File: src/rtl/jpeg_bitstream_aligner.sv
// JPEG entropy-coded bitstream aligner.
// Strips byte stuffing (FF 00 -> FF), skips fill bytes (FF FF), stops at the
// first marker and presents the next 16 stream bits as a left-aligned window
// for the Huffman decoder. The decode control frees 1..16 bits per cycle.
//
// state     | meaning
// ----------+-----------------------------------------------------------
// ST_STREAM | normal entropy data; bytes other than 0xFF load directly
// ST_SAW_FF | previous byte was 0xFF; next byte decides stuff/fill/marker
// ST_MARKER | marker seen; input stalled, padding bits read as 1

module jpeg_bitstream_aligner #(
    parameter int BUF_BITS = 32,
    parameter int WIN_BITS = 16
) (
    input  logic                clk,
    input  logic                reset,
    input  logic [7:0]          in_byte,
    input  logic                in_valid,
    output logic                in_ready,
    output logic [WIN_BITS-1:0] window,
    output logic                window_valid,
    output logic [5:0]          bit_count,
    input  logic                consume_en,
    input  logic [4:0]          consume_len,
    output logic                marker_found,
    output logic [7:0]          marker_code,
    input  logic                marker_clear
);

    typedef enum logic [1:0] {
        ST_STREAM = 2'd0,
        ST_SAW_FF = 2'd1,
        ST_MARKER = 2'd2
    } state_t;

    localparam logic [5:0] WIN_CNT  = 6'(WIN_BITS);
    localparam logic [5:0] LOAD_MAX = 6'(BUF_BITS - 8);

    state_t              state_q, state_d;
    logic [BUF_BITS-1:0] buffer_q, buffer_d;
    logic [5:0]          count_q, count_d;
    logic                mfound_q, mfound_d;
    logic [7:0]          mcode_q, mcode_d;

    logic [4:0]          len_eff;
    logic [5:0]          len6;
    logic [BUF_BITS-1:0] ones;
    logic [BUF_BITS-1:0] shifted;
    logic [5:0]          count_shift;
    logic                accept;
    logic                load_en;
    logic [7:0]          load_byte;
    logic                enter_marker;
    logic [BUF_BITS-1:0] placed;

    // Outputs derived from registered state only, so in_ready never depends
    // on this cycle's consume request.
    always_comb begin
        in_ready     = (state_q != ST_MARKER) && (count_q <= LOAD_MAX);
        window       = buffer_q[BUF_BITS-1 -: WIN_BITS];
        bit_count    = count_q;
        marker_found = mfound_q;
        marker_code  = mcode_q;
        if (state_q == ST_MARKER)
            window_valid = (count_q != 6'd0);
        else
            window_valid = (count_q >= WIN_CNT);
    end

    // Consume stage: shift first, so a byte loaded in the same cycle lands
    // directly behind the bits that remain.
    always_comb begin
        ones        = '1;
        len_eff     = (consume_len > 5'd16) ? 5'd16 : consume_len;
        len6        = {1'b0, len_eff};
        shifted     = buffer_q;
        count_shift = count_q;
        if (consume_en && (len_eff != 5'd0)) begin
            if (state_q == ST_MARKER) begin
                // End-of-scan padding: refill with ones and never underflow.
                shifted     = (buffer_q << len_eff) | ~(ones << len_eff);
                count_shift = (count_q > len6) ? (count_q - len6) : 6'd0;
            end else if (count_q >= WIN_CNT) begin
                // Consuming a partially filled window is illegal and dropped.
                shifted     = buffer_q << len_eff;
                count_shift = count_q - len6;
            end
        end
    end

    // Next-state and byte-load decision.
    always_comb begin
        state_d      = state_q;
        mfound_d     = mfound_q;
        mcode_d      = mcode_q;
        load_en      = 1'b0;
        load_byte    = 8'h00;
        enter_marker = 1'b0;
        accept       = in_valid && in_ready;

        case (state_q)
            ST_STREAM: begin
                if (accept) begin
                    if (in_byte == 8'hFF) begin
                        state_d = ST_SAW_FF;
                    end else begin
                        load_en   = 1'b1;
                        load_byte = in_byte;
                    end
                end
            end
            ST_SAW_FF: begin
                if (accept) begin
                    if (in_byte == 8'h00) begin
                        load_en   = 1'b1;
                        load_byte = 8'hFF;
                        state_d   = ST_STREAM;
                    end else if (in_byte != 8'hFF) begin
                        mcode_d      = in_byte;
                        mfound_d     = 1'b1;
                        enter_marker = 1'b1;
                        state_d      = ST_MARKER;
                    end
                end
            end
            ST_MARKER: begin
                state_d = ST_MARKER;
            end
            default: begin
                state_d = ST_STREAM;
            end
        endcase

        if (marker_clear) begin
            state_d  = ST_STREAM;
            mfound_d = 1'b0;
            mcode_d  = 8'h00;
        end
    end

    // Buffer and count update; marker_clear wins over consume and load.
    always_comb begin
        placed   = {load_byte, {(BUF_BITS-8){1'b0}}} >> count_shift;
        buffer_d = shifted;
        count_d  = count_shift;
        if (load_en) begin
            buffer_d = shifted | placed;
            count_d  = count_shift + 6'd8;
        end
        if (enter_marker) begin
            // From here on the bits below the valid region read as 1.
            buffer_d = shifted | (ones >> count_shift);
        end
        if (marker_clear) begin
            buffer_d = '0;
            count_d  = 6'd0;
        end
    end

    // State and datapath registers.
    always_ff @(posedge clk or posedge reset) begin
        if (reset) begin
            state_q  <= ST_STREAM;
            buffer_q <= '0;
            count_q  <= 6'd0;
            mfound_q <= 1'b0;
            mcode_q  <= 8'h00;
        end else begin
            state_q  <= state_d;
            buffer_q <= buffer_d;
            count_q  <= count_d;
            mfound_q <= mfound_d;
            mcode_q  <= mcode_d;
        end
    end

endmodule

File: config.mk
export PLATFORM = sky130hd
export DESIGN_NAME = jpeg_bitstream_aligner
export DESIGN_NICKNAME = d
export VERILOG_FILES = /design/src/rtl/jpeg_bitstream_aligner.sv
export SDC_FILE = /design/constraint.sdc
export NUM_CORES = 1
export LEC_CHECK = 0
export CORE_MARGIN = 4
export CORE_UTILIZATION = 40
export DETAILED_ROUTE_END_ITERATION = 7
export GPL_ROUTABILITY_DRIVEN = 0
export HOLD_SLACK_MARGIN = 0.15
export PLACE_DENSITY_LB_ADDON = 0.08
export SLEW_MARGIN = 20
export SYNTH_ARGS = -nofsm -noshare
export SYNTH_HDL_FRONTEND = slang
export SYNTH_SLANG_ARGS = --single-unit
File: constraint.sdc
create_clock -name clk -period 4.2 [get_ports clk]
set_clock_uncertainty 0.1 [all_clocks]
set_input_delay 0.84 -clock clk [delete_from_list [all_inputs] [get_ports clk]]
set_output_delay 0.84 -clock clk [all_outputs]
set_load 0.01 [all_outputs]
### Word-level counts from Yosys, hierarchy flattened

Cells that the tools add are included.

| word-level totals | value |
|---|---|
| word-level logic and storage cells | 86 |
| bits in registers | 49 |
| output and inout bits | 33 |
| input bits | 18 |

| operators by class | value |
|---|---|
| add/subtract/negate cells | 2 |
| order comparisons | 4 |
| eq/ne operators | 10 |
| bitwise operators | 4 |
| reduce and logical (&&, ||, !) cells | 12 |
| muxes and demuxes | 45 |
| shift operators | 4 |

Operator list:

| cell | number |
|---|---|
| two-way mux 32 bit | 6 |
| bitwise OR 32 bit | 3 |
| two-way mux 8 bit | 9 |
| two-way mux 6 bit | 6 |
| inverter 32 bit | 1 |
| left shift 32 x 5 -> 32 bit | 1 |
| left shift 32 x 5 -> 32 bit, first input constant | 1 |
| >> shifter 32 x 6 -> 32 bit | 1 |
| >> shifter 32 x 6 -> 32 bit, first input constant | 1 |
| case mux 8 bit (2 select lines) | 1 |
| two-way mux 1 bit | 14 |
| two-way mux 2 bit | 6 |
| inequality test 3 bit, second input constant | 3 |
| == test 8 bit, second input constant | 1 |
| logical NOT 8 bit | 1 |
| inequality test 8 bit, second input constant | 1 |
| AND reduction 4 bit | 2 |
| adder 6 x 4 -> 6 bit, second input constant | 1 |
| greater-or-equal comparator 6 x 5 -> 1 bit, second input constant | 1 |
| greater-than comparator 6 x 5 -> 1 bit | 1 |
| less-or-equal comparator 6 x 5 -> 1 bit, second input constant | 1 |
| case mux 2 bit (3 select lines) | 1 |
| nonzero test 2 bit | 3 |
| nonzero test 6 bit | 1 |
| 11 further kinds | 14 |

### Depth between registers and ports, before layout

Gate-level depths: netlist (run 1).

| depth | value |
|---|---|
| depth in word-level cells | 11 |
| mapped depth | 20 |
| mapped depth without buffers | 16 |

### Worst setup path before layout (run 1)

No wires, ideal clock.

| timing | value |
|---|---|
| path kind | input to register |
| from | input consume_len[4] |
| to | register buffer_q[22] |
| stages on the path | 19 |
| data required time | 3.968 ns |
| arrival | 4.392 ns |
| setup slack | -0.424 ns |
| path buffers | 5 |
| cell sequence | buf_2 > nand2b_1 > buf_2 > inv_2 > buf_4 > buf_2 > ha_1 > fa_1 > nor2b_1 > nand3_1 > a32o_1 > a2111o_1 > nand2_2 > inv_1 > nand3_1 > buf_2 > o21ai_1 > a221oi_1 > nor2_1 |

| on the way | value |
|---|---|
| longest elaborated chain between the ends | 11 |
| elaborated cells between the ends (all ways) | 24 |

Ends and longest elaborated chain:

| item | RTL line | RTL |
|---|---|---|
| start, declared | 25 | `input logic [4:0] consume_len,` |
| greater-than comparator 5 bit | 75 | `len_eff = (consume_len > 5'd16) ? 5'd16 : consume_len;` |
| two-way mux 5 bit * | 75 |  |
| subtractor 6 x 5 -> 6 bit (tied with other cells) | 83, 87 |  |
| two-way mux 6 bit (tied with other cells) | 84 | `end else if (count_q >= WIN_CNT) begin` |
| two-way mux 6 bit / bitwise OR 32 bit (equally long branches) | 80, 82 |  |
| two-way mux 6 bit / two-way mux 32 bit (equally long branches) | 79, 80 |  |
| >> shifter 32 x 6 -> 32 bit / two-way mux 32 bit (equally long branches) | 144, 79 |  |
| bitwise OR 32 bit | 148 | `buffer_d = shifted \| placed;` |
| two-way mux 32 bit | 147 | `if (load_en) begin` |
| two-way mux 32 bit * | 151 | `if (enter_marker) begin` |
| two-way mux 32 bit * | 155 | `if (marker_clear) begin` |
| named net buffer_d[22] | 41 | `logic [BUF_BITS-1:0] buffer_q, buffer_d;` |
| end signal, assigned | 171 | `buffer_q <= buffer_d;` |
| end, declared | 41 |  |

Mark *: on every way through the listed nets, which the timed path passes. The rest lies on a longest branch.
A chain may end at the register's enable or synchronous reset.

### Final worst setup path (run 1)

| timing | value |
|---|---|
| from | input consume_len[4] |
| to | register buffer_q[11] |

Same word-level chain as after synthesis.

==> flow_summary.ini, run 1 <==
[logic_synthesis]
yosysTopAreaCellShare_pct = 22.1
synth_cell_types = 90
yosysSeqAreaShare_pct = 22.1
synth-edff-count = 0
synth_area_per_cell_um2 = 8.00
yosysMostFrequentCell = nand2_1
async_reset_ff_share_pct = 100
synth_ff_type = dfrtp_1
synth_nets = 720
synth_common_cells = nand2_1 (73), a21oi_1 (66), nor2_1 (60)
synth_top_area_cell = dfrtp_1
synthCells = 693
netlist_area_um2 = 5550
synth-seq-cells = 49
yosys_warnings = 0
synthTopCellsByArea = dfrtp_1 (22%), mux2i_1 (9.7%), a21oi_1 (6.0%)

[power]
power.density_nw_per_um2 = 343
p_leak_uw = 0.00282
total_power_uw = 2420
vdd_drop_max_mv = 0.172

[cells_and_area]
areaGrowthSynthToFinish_pct = 27.4
layout-drive-gt1-share_pct = 25.1
nets = 834
diodes = 0
post-route-util_pct = 52.7

[global_route]
first_global_vias = 6120
antenna_found_initial = 0
grt_pass1_wl_um = 35700
track_usage_pct = 28.0
globalRouteOverflowTotal = 0
grt_start_max_net_pins = 50

[route]
drc_errors = 0
wl_per_cell_um = 22.8
dr.pass1.iters = 5
drt_first_iter_violations = 1065
wirelength_um = 22500
avgViaCountPerCell = 6.41
vias = 6310
antenna_left = 0

[critical_path]
worst_ep_required_time_ps = 4320
end_kind = flip-flop
crit_type = in -> reg
critPathArrivalTime_ps = 4130
critPathLaunchType = input pin
path_max_fanout = 8

[cts]
cts_buffers = 5
clkSlewWorstSetupHoldPaths_ps = 70
ctsHoldBuffers = 0
clk_latency_ps = 290
root_buffer = clkbuf_16
cts.sinks = 49
htreeDepth = 2
cts_max_path_buffers = 2
cts_tree = done

[floorplan]
core-area_um2 = 13400
rows = 42
fp.dieW_um = 126
chipHeight_um = 126
die_area_um2 = 15800
ios = 51
initial_core_util_pct = 41.4

[hold_path]
min_path_type = reg -> reg

[sta]
tightest_slew_ps = 903
post-route-period-util_pct = 95.4
hold_viol_final = 0
hold_slack_ps = 404
setup_viol = 0
fin_ws_ps = 191
slew_headroom_pct = 39.8
period_minus_slack_ps = 4010
slew_viol_final = 0
max_freq_mhz = 249

[flow_run]
max_cap_violations = 0

[status]
outcome = complete, no violations

[placement]
place_worst_setup_slack_ps = -113
io_buffer_count = 50
dp_hpwl_um = 17400
[where the power goes]
| group | leakage [µW] | internal [µW] | switching, µW |
|---|---|---|---|
| Sequential | 0.000669 | 525 | 106 |
| Clock | 0.0000768 | 237 | 183 |
| Combinational | 0.00208 | 596 | 776 |
[cells in the final DEF, fill, tap and decap left out, drive strengths merged, types with 9 or more instances in the layout]
cell and n:
mux2i 56, a31oi 10, a211oi 20, a21oi 68, o21ai 57, a221oi 10, clkdlybuf4s50 50, and3 10
nand2 74, buf 121, nand3 33, nor2 66, nor3 16, dfrtp 49, o22ai 9, inv 13
mux4 12
[through the flow]
step                      instances  area (µm²)  setup TNS (ps)
after floorplan                 693        5600               0
after global placement          976        6900            -554
after detailed placement        976        6900            -541
after CTS                       984        7050               0
after global routing            984        7070          -0.616
final                           984        7070               0
[metal layers]
layer / up-vias / wire length [µm] / global-route usage [%]
met5: - / 0 / 0
met4: 0 / 605 / 8.08
met3: 53 / 2310 / 7.20
met2: 376 / 9850 / 42.1
met1: 3025 / 9690 / 39.9
li1: 2856 / - / -
[what timing repair did]
action,CTS,global route
gates resized for setup,0,6
buffers inserted,0,0
endpoints found under the setup margin,0,12
[sequential cells by signal (all words and copies together) (netlist names)]
register	flops
buffer_q	32
marker_found	1
marker_code	8
bit_count	6
state_q	2
[final timing paths]
| check | startpoint | end | slack [ps] | cells after the start |
|---|---|---|---|---|
| setup / recovery | consume_len[4] | buffer_q[11]$_DFF_PP0_ | 190 | 16 |
| hold / removal | marker_found$_DFFE_PP0P_ | marker_found$_DFFE_PP0P_ | 400 | 1 |
| setup reg to reg | bit_count[1]$_DFF_PP0_ | buffer_q[18]$_DFF_PP0_ | 800 | 9 |
| hold reg to reg | marker_found$_DFFE_PP0P_ | marker_found$_DFFE_PP0P_ | 400 | 1 |
| max in group asynchronous | reset | buffer_q[2]$_DFF_PP0_ | 2510 | 2 |
| min in group asynchronous | reset | buffer_q[11]$_DFF_PP0_ | 930 | 2 |
[cells by family after synthesis]
| family | Yosys count | synth area share [%] |
|---|---|---|
| fa+ha+maj | 9 | 2.17 |
| simple gates | 235 | 20.9 |
| xor+xnor | 2 | 0.316 |
| mux | 75 | 16.8 |
| buf+inv | 80 | 7.29 |
| compound gates | 243 | 30.5 |
| flops | 49 | 22.1 |
[worst max-delay path, stage by stage]
cell and delay [ps]:
clkdlybuf4s50_1 410, buf_4 170, inv_1 90, nand2_1 100
ha_1 320, a21o_1 170, a21oi_1 150, buf_4 160
a32o_2 230, nand2_1 120, a32oi_4 310, buf_4 250
nand3_2 200, nor4_2 310, a211oi_1 100, a21oi_1 180
[area by class of cell]
class	count	area, µm²
clock inverter	2	13.8
tap	176	220
inverter	16	63.8
clock buffer	6	139
timing repair buffer	171	1430
fill	1306	6330
multi-input combinational	564	3970
sequential	49	1230
No activity file was read; power rests on OpenSTA's default activity.
==> run 2, diff against run 1 <==
--- a/config.mk
+++ b/config.mk
@@ -10,7 +10,7 @@
 export DETAILED_ROUTE_END_ITERATION = 7
 export GPL_ROUTABILITY_DRIVEN = 0
 export HOLD_SLACK_MARGIN = 0.15
-export PLACE_DENSITY_LB_ADDON = 0.08
+export PLACE_DENSITY_LB_ADDON = 0.25
 export SLEW_MARGIN = 20
 export SYNTH_ARGS = -nofsm -noshare
 export SYNTH_HDL_FRONTEND = slang
==> run 2 against run 1 <==
  * Critical path depth decreased by 1
  * Sequential power increased by 0.6%
  * Worst setup slack lost 68 ps
  * Maximum frequency decreased by 1.7%
  * Global-route usage fell by 1.3 points
  * Die area unchanged
  * Via count up 1.9%
  * Worst hold slack got worse by 4.5 ps
  * Clock power decreased by 2%
  * Cell area down 0.16%
  * Register-to-register slack lost 110 ps
==> flow_summary.ini, run 2 (synthesis gave the netlist of run 1 again) <==
[critical_path]
critPathArrivalTime_ps = 4190
path_max_fanout = 7
r2r_start = bit_count[1]$_DFF_PP0_
end_kind = flip-flop
crit_type = in -> reg
worstSetupStartpoint = consume_len[4]
critPathLaunchType = input pin
r2r-end = buffer_q[18]$_DFF_PP0_
r2r_setup_slack_ps = 690
worst_ep_required_time_ps = 4320
reg2regPathDepth = 9

[cells_and_area]
fin_area_um2 = 7060
diodes = 0
regMostFlops = buffer_q
stdcell_count = 983
areaGrowthSynthToFinish_pct = 27.2
layout-drive-gt1-share_pct = 25.3
final_common_cell = buf_4
nets = 833
largest_register_ff_count = 32
final_cell_mix = buf_4 (119), nand2_1 (73), a21oi_1 (65), nor2_1 (59), mux2i_1 (54)

[route]
drt_first_iter_violations = 1047
avgViaCountPerCell = 6.54
drc_errors = 0
dr.pass1.iters = 8
antenna_left = 0
wl_per_cell_um = 22.3
wirelength_um = 22000
vias = 6428

[status]
outcome = complete, no violations

[cts]
clkSlewWorstSetupHoldPaths_ps = 70
cts_max_path_buffers = 2
clk_latency_ps = 300
cts_buffers = 5
cts_tree = done
cts.sinks = 49
htreeDepth = 2
root_buffer = clkbuf_16

[power]
power.density_nw_per_um2 = 344
switchingPower_uw = 1080
total_power_uw = 2430
pwr-share-clk_pct = 17.0
pwr-share-comb_pct = 56.9
p_sw_share_pct = 44.4
vdd_drop_max_mv = 0.209
p_int_uw = 1350
p_leak_uw = 0.00280
p_seq_share_pct = 26.1

[floorplan]
rows = 42
initial_core_util_pct = 41.4
fp.dieW_um = 126
chipHeight_um = 126
ios = 51
die_area_um2 = 15800
core-area_um2 = 13400

[placement]
dp_hpwl_um = 16800
placed_cell_area_um2 = 6830
place_worst_setup_slack_ps = -190
dp_cells = 971
io_buffer_count = 50

[global_route]
grt_start_max_net_pins = 50
grt_pass1_wl_um = 34200
globalRouteOverflowTotal = 0
track_usage_pct = 26.7
antenna_found_initial = 0
first_global_vias = 6285

[flow_run]
max_cap_violations = 0

[sta]
setup_viol = 0
max_freq_mhz = 245
post-route-period-util_pct = 97.1
fin_ws_ps = 124
slew_headroom_pct = 41.1
slew_viol_final = 0
period_minus_slack_ps = 4080
rsz0062_at_grt = yes
tightest_slew_ps = 882
hold_viol_final = 0

[hold_path]
hold_path_end = marker_found$_DFFE_PP0P_
hp-start = marker_found$_DFFE_PP0P_
min_path_type = reg -> reg
hold_depth = 1
-- run 2: cell count changes in the layout (fill, tap and decap cells not counted), sizes merged --
cell,delta
buf,-1
clkinvlp,+2
clkinv,-2
-- run 2: per-stage QoR --
stage	setup TNS, ps	hold WS, ps	util, %
after floorplan	0	400	-
after global placement	-555	379	51.0
after global routing	-41.1	440	52.7
after detailed placement	-2460	382	51.0
after CTS	0	409	52.1
final	0	399	52.7
-- run 2: final cells by class --
class | instances | area, µm²
Timing Repair Buffer | 170 | 1410
Clock inverter | 2 | 15.0
Sequential cell | 49 | 1230
Tap cell | 176 | 220
Multi-Input combinational cell | 564 | 4000
Fill cell | 1247 | 6340
Inverter | 16 | 63.8
Clock buffer | 6 | 129
-- run 2: worst max-delay path by stage --
stage                             end  slack (ps)  depth (start not counted)
6_report       buffer_q[17]$_DFF_PP0_         120                         15
5_1_grt        buffer_q[17]$_DFF_PP0_         -40                         17
4_1_cts        buffer_q[17]$_DFF_PP0_          70                         15
3_5_place_dp   buffer_q[17]$_DFF_PP0_        -190                         15
3_3_place_gp   buffer_q[21]$_DFF_PP0_        -120                         16
2_1_floorplan  buffer_q[22]$_DFF_PP0_           4                         19
-- run 2: timing repair --
item,CTS,global route
setup endpoints to repair,0,24
hold buffers,0,0
gates resized for setup,0,10
buffers inserted,0,4
-- run 2: power by group through the flow --
stage,logic [µW],clock network (µW),registers [µW]
2_1_floorplan,808,0,586
3_3_place_gp,1300,0,629
3_5_place_dp,1310,0,633
4_1_cts,1320,417,624
5_1_grt,1460,430,635
6_report,1380,413,634
-- run 2: worst max-delay path, cell delays in order --
cell	delay [ps]
clkdlybuf4s50_1	480
nand2b_1	150
inv_2	50
ha_2	180
fa_2	370
nor2b_2	170
nand3_2	140
a311oi_2	300
buf_4	200
nor2_2	70
o21ai_1	280
a2111oi_2	140
a2111oi_2	440
o21ai_1	190
a21oi_1	180
-- run 2: metal layers --
metal	global-route usage [%]	up-vias	share of wire (%)
li1	-	2855	-
met1	35.2	3019	39
met2	42.3	465	45
met3	8.17	89	13
met4	8.26	0	3.4
met5	0	-	0
